==> src/rtl/regfile_pkg.sv <==
// Shared types and constants for the decode-stage register file and bypass network.
// Types are sized at the default configuration; parameterised RTL uses its own widths.
package regfile_pkg;

  localparam int DATA_W_DEF = 32;
  localparam int NREG_DEF   = 32;
  localparam int AW_DEF     = $clog2(NREG_DEF);

  typedef logic [AW_DEF-1:0]     reg_addr_t;
  typedef logic [DATA_W_DEF-1:0] word_t;

  localparam reg_addr_t ZERO_REG  = '0;
  localparam word_t     ZERO_WORD = '0;

  typedef struct packed {
    logic      we;
    logic      rdy;
    reg_addr_t waddr;
    word_t     wdata;
  } fwd_src_t;

endpackage

==> src/rtl/regfile_fwd_sb_fwd_mux.sv <==
// Per-read-port operand resolution: youngest in-flight stage first, then WB bypass,
// then the architectural value gated by the busy scoreboard.
module fwd_mux
  import regfile_pkg::*;
#(
  parameter int DATA_W = DATA_W_DEF,
  parameter int AW     = AW_DEF,
  parameter int NFWD   = 3
) (
  input  logic [AW-1:0]          addr,
  input  logic [NFWD-1:0]        fwd_we,
  input  logic [NFWD*AW-1:0]     fwd_waddr,
  input  logic [NFWD*DATA_W-1:0] fwd_wdata,
  input  logic [NFWD-1:0]        fwd_rdy,
  input  logic                   wb_we,
  input  logic [AW-1:0]          wb_waddr,
  input  logic [DATA_W-1:0]      wb_wdata,
  input  logic [DATA_W-1:0]      gpr_data,
  input  logic                   busy,
  output logic [DATA_W-1:0]      data,
  output logic                   hazard
);

  logic              hit;
  logic              hit_rdy;
  logic [DATA_W-1:0] hit_data;

  // First match in index order wins, so an older stage never overrides a younger one.
  always_comb begin
    hit      = 1'b0;
    hit_rdy  = 1'b0;
    hit_data = '0;
    for (int unsigned s = 0; s < NFWD; s++) begin
      if (!hit && fwd_we[s] && (fwd_waddr[s*AW +: AW] == addr)) begin
        hit      = 1'b1;
        hit_rdy  = fwd_rdy[s];
        hit_data = fwd_wdata[s*DATA_W +: DATA_W];
      end
    end
  end

  always_comb begin
    data   = '0;
    hazard = 1'b0;
    if (addr != AW'(ZERO_REG)) begin
      if (hit) begin
        data   = hit_data;
        hazard = !hit_rdy;
      end else if (wb_we && (wb_waddr == addr)) begin
        data = wb_wdata;
      end else begin
        data   = gpr_data;
        hazard = busy;
      end
    end
  end

endmodule

==> src/rtl/regfile_fwd_sb.sv <==
// Decode-stage GPR file with multi-source forwarding, long-latency busy scoreboard
// and operand stall generation.
module regfile_fwd_sb
  import regfile_pkg::*;
#(
  parameter int  DATA_W = DATA_W_DEF,
  parameter int  NREG   = NREG_DEF,
  parameter int  NRD    = 2,
  parameter int  NFWD   = 3,
  localparam int AW     = $clog2(NREG)
) (
  input  logic                   clk,
  input  logic                   rst,
  input  logic [NRD-1:0]         rd_en_i,
  input  logic [NRD*AW-1:0]      rd_addr_i,
  output logic [NRD*DATA_W-1:0]  rd_data_o,
  output logic                   stall_o,
  input  logic [NFWD-1:0]        fwd_we_i,
  input  logic [NFWD*AW-1:0]     fwd_waddr_i,
  input  logic [NFWD*DATA_W-1:0] fwd_wdata_i,
  input  logic [NFWD-1:0]        fwd_rdy_i,
  input  logic                   wb_we_i,
  input  logic [AW-1:0]          wb_waddr_i,
  input  logic [DATA_W-1:0]      wb_wdata_i,
  input  logic                   iss_fire_i,
  input  logic                   iss_long_i,
  input  logic [AW-1:0]          iss_waddr_i,
  input  logic                   sb_clear_i,
  output logic [31:0]            stall_cnt_o
);

  logic [DATA_W-1:0]     gpr [NREG];
  logic [NREG-1:0]       busy;
  logic [NRD-1:0]        hazard;
  logic [NRD*DATA_W-1:0] port_data;
  logic                  stall;
  logic [31:0]           stall_cnt;

  always_ff @(posedge clk) begin
    if (rst) begin
      for (int unsigned i = 0; i < NREG; i++) gpr[i] <= '0;
    end else if (wb_we_i && (wb_waddr_i != AW'(ZERO_REG))) begin
      gpr[wb_waddr_i] <= wb_wdata_i;
    end
  end

  // Later non-blocking assignment wins: issue-set overrides a same-cycle WB clear.
  always_ff @(posedge clk) begin
    if (rst || sb_clear_i) begin
      busy <= '0;
    end else begin
      if (wb_we_i) busy[wb_waddr_i] <= 1'b0;
      if (iss_fire_i && iss_long_i && (iss_waddr_i != AW'(ZERO_REG)))
        busy[iss_waddr_i] <= 1'b1;
    end
  end

  for (genvar p = 0; p < NRD; p++) begin : g_port
    logic [AW-1:0] addr;
    assign addr = rd_addr_i[p*AW +: AW];

    fwd_mux #(
      .DATA_W (DATA_W),
      .AW     (AW),
      .NFWD   (NFWD)
    ) u_fwd_mux (
      .addr      (addr),
      .fwd_we    (fwd_we_i),
      .fwd_waddr (fwd_waddr_i),
      .fwd_wdata (fwd_wdata_i),
      .fwd_rdy   (fwd_rdy_i),
      .wb_we     (wb_we_i),
      .wb_waddr  (wb_waddr_i),
      .wb_wdata  (wb_wdata_i),
      .gpr_data  (gpr[addr]),
      .busy      (busy[addr]),
      .data      (port_data[p*DATA_W +: DATA_W]),
      .hazard    (hazard[p])
    );
  end

  always_comb begin
    stall     = !rst && |(rd_en_i & hazard);
    rd_data_o = rst ? '0 : port_data;
    stall_o   = stall;
  end

  always_ff @(posedge clk) begin
    if (rst) begin
      stall_cnt <= '0;
    end else if (stall && (stall_cnt != '1)) begin
      stall_cnt <= stall_cnt + 32'd1;
    end
  end

  assign stall_cnt_o = stall_cnt;

  iss_during_stall: assert property (@(posedge clk) disable iff (rst) !(iss_fire_i && stall_o));

endmodule

==> config.mk <==
export PLATFORM = sky130hd
export DESIGN_NAME = regfile_fwd_sb
export DESIGN_NICKNAME = d
export VERILOG_FILES = /design/src/rtl/regfile_pkg.sv /design/src/rtl/regfile_fwd_sb_fwd_mux.sv /design/src/rtl/regfile_fwd_sb.sv
export SDC_FILE = /design/constraint.sdc
export NUM_CORES = 2
export LEC_CHECK = 0
export BUFFER_PORTS_ARGS = -buffer_cell sky130_fd_sc_hd__buf_2
export CAP_MARGIN = 20
export CORE_ASPECT_RATIO = 0.9
export CORE_MARGIN = 2
export CORE_UTILIZATION = 60
export CTS_BUF_LIST = sky130_fd_sc_hd__clkbuf_8
export DETAILED_ROUTE_END_ITERATION = 10
export HOLD_SLACK_MARGIN = 0.12
export MAX_ROUTING_LAYER = met4
export PLACE_DENSITY = 0.84
export RECOVER_POWER = 25
export SYNTH_ARGS = -nofsm -noshare
export SYNTH_HDL_FRONTEND = slang
export SYNTH_SLANG_ARGS = --single-unit
==> constraint.sdc <==
create_clock -name clk -period 5.2 [get_ports clk]
set_clock_uncertainty 0.1 [all_clocks]
set_input_delay 1.04 -clock clk [delete_from_list [all_inputs] [get_ports clk]]
set_output_delay 1.04 -clock clk [all_outputs]
set_load 0.1 [all_outputs]
==> impl_metrics.yaml <==
grt:
  antenna_found_initial: 23
  grt_pass1_wl_um: 291000
  track_usage_pct: 41.2
  grt_pass1_vias: 42800
  grt_max_degree: 82
  overflow: 0
finish:
  fin_cells: 5788
  multi_input_area_mm2: 0.0268
  register_area_mm2: 0.0320
  areaGrowthSynthToFinish_pct: 13.8
  utilization_pct: 68.7
  fill_cells: 6222
  drive_gt1_share_pct: 33.7
  fin_nets: 4438
drt:
  dr.pass1.iters: 8
  via_per_inst: 7.44
  drtIter0Drc: 8786
  dr_total_vias: 43000
  drc_errors: 0
  ant_nets: 0
  wire_per_inst_um: 35.4
  drt-total-wl_um: 205000
clocking:
  cts_buffers: 172
  cts_root_buf: "clkbuf_8"
  ctsHtreeMaxLevel: 4
  cts_max_path_buffers: 3
  cts.repair.resized: 0
  clkLatencyLatePin_ns: 0.89
  cts_num_sinks: 1087
  clk_pin_slew_ns: 0.06
  cts_tree: "built"
  hold_buffers: 0
  cts_setup_buffers: 0
sta:
  slew_violations: 498
  maxSlewHeadroom_pct: -165
  worst_pin_slew_ns: 3.98
  hold_ws_ns: 0.390
  fin_crit_sh_pct: 99.7
  rsz0062_at_grt: "true"
  finalSetupViolCount: 0
  finalHoldViolCount: 0
  fmax_mhz: 193
  period_needed_ns: 5.19
yosys:
  synth_commonest_cells: "edfxtp_1 (1024), and2_1 (903), mux4_2 (652)"
  yosysMostFrequentCell: "edfxtp_1"
  ys_warn_count: 0
  synth.distinct_cells: 57
  synth_top_area_share_pct: 51.1
  ys_seq_elements: 1087
  synth_flop_cell: "edfxtp_1"
  synth_area_leaders: "edfxtp_1 (51%), mux4_2 (24%), and2_1 (9.4%)"
  netlist_instances: 4052
  avgSynthCellArea_um2: 14.8
  synth_edf_count: 1024
  ys_seq_area_share_pct: 53.2
  synth_top_area_cell: "edfxtp_1"
  synthesis.area_mm2: 0.0601
  async_flop_share_pct: 0
worst_setup_path:
  path_class: "in2out"
  critPathLaunchType: "input port"
  crit_fanout: 32
  cp_data_arrival_time_ns: 4.05
  end_kind: "output pin"
  worstPathRequired_ns: 4.06
place:
  dp.cells: 5426
  dp_hpwl_um: 120000
  finalWeightedCongestion: 0.922
  port_buffers: 273
die:
  start_util_pct: 60.3
  pin_count: 274
  fp-row-count: 110
  die_height_um: 304
  die_area_mm2: 0.103
  fp.dieW_um: 338
  core_mm2: 0.0996
power:
  irDropWorstVdd_uv: 269
  cellPowerDensity_mw_per_mm2: 310
  p_leak_nw: 23.5
job:
  drv_cap: 18
status:
  status: "finished with violations"
  violations: "capacitance limit, slew limit"
min_path:
  hold_path.class: "reg2reg"
-- layout make-up --
cell class              count  area share [%]
clock inverters           143            1.23
inverters                  11          0.0603
repair buffers            464            6.53
diodes                     37           0.135
multi-input cells        2524            39.2
well taps                1344            2.46
flip-flops and latches   1087            46.8
clock buffers             178            3.58
-- power breakdown --
part           internal, mW  switching, mW
Clock                  3.52           3.63
Combinational          1.54           2.23
Sequential             10.0          0.253
-- flip-flops by register name, summed over array words and instances, names as in the netlist --
signal / cells
stall_cnt_o: 32
busy: 31
gpr: 1024
-- worst max-delay path: stages --
cell	delay [ns]
buf_8	0.35
buf_12	0.22
mux4_2	0.51
mux4_2	0.48
mux2i_1	0.41
o21ai_0	0.18
o21ai_0	0.18
a21oi_2	0.23
buf_4	0.25
buf_12	0.16
-- final timing paths --
kind                      from               to  slack (ns)  depth (start not counted)
setup / recovery  rd_addr_i[5]    rd_data_o[63]        0.01                         10
hold / removal        busy[13]         busy[13]        0.39                          2
setup reg to reg      busy[14]  stall_cnt_o[26]        1.91                          8
hold reg to reg       busy[13]         busy[13]        0.39                          2
-- placed cells by master (no fill, tap or decap), types with 31 or more instances in the layout --
master	n
edfxtp_1	1024
and2_1	765
mux4_2	652
buf_2	201
clkbuf_8	178
o21ai_0	155
and2_0	138
buf_12	120
buf_4	114
a21oi_1	109
nor3_1	96
mux2i_1	63
dfxtp_1	63
inv_1	61
o221ai_1	60
a21oi_2	60
nand2_1	49
clkinv_1	43
nor2_1	38
diode_2	37
xor2_1	32
conb_1	32
nor2_4	31
-- stage by stage --
stage	setup TNS [ns]	area (um^2)	power (mW)	setup WS, ns
4_1_cts	0	68400	21.0	0.124
3_3_place_gp	0	65100	14.0	0.166
2_1_floorplan	0	60500	12.7	0.107
3_5_place_dp	0	65100	14.1	0.158
6_report	0	68400	21.2	0.0147
5_1_grt	-0.00233	68400	21.6	-0.00233
-- per-layer routing --
layer	part of all wire (%)	up-vias	global-route usage [%]	wire (um)
met3	19	1091	17.1	38500
met1	30	20900	50.9	61800
met2	44	4794	57.7	90200
li1	-	16300	-	-
met4	6.9	0	22.8	14200
met5	0	-	-	0
-- cells by family after synthesis --
logic type	synth area share, %
AND/OR/NAND/NOR	12.7
flip-flops	53.2
multiplexers	26.0
buffers and inverters	3.21
AO/OA/AOI/OAI	4.23
XOR/XNOR	0.626
adder cells (fa/ha/maj)	0.0208
other	0.00624
Note: power is estimated with default switching activity, not from simulation.
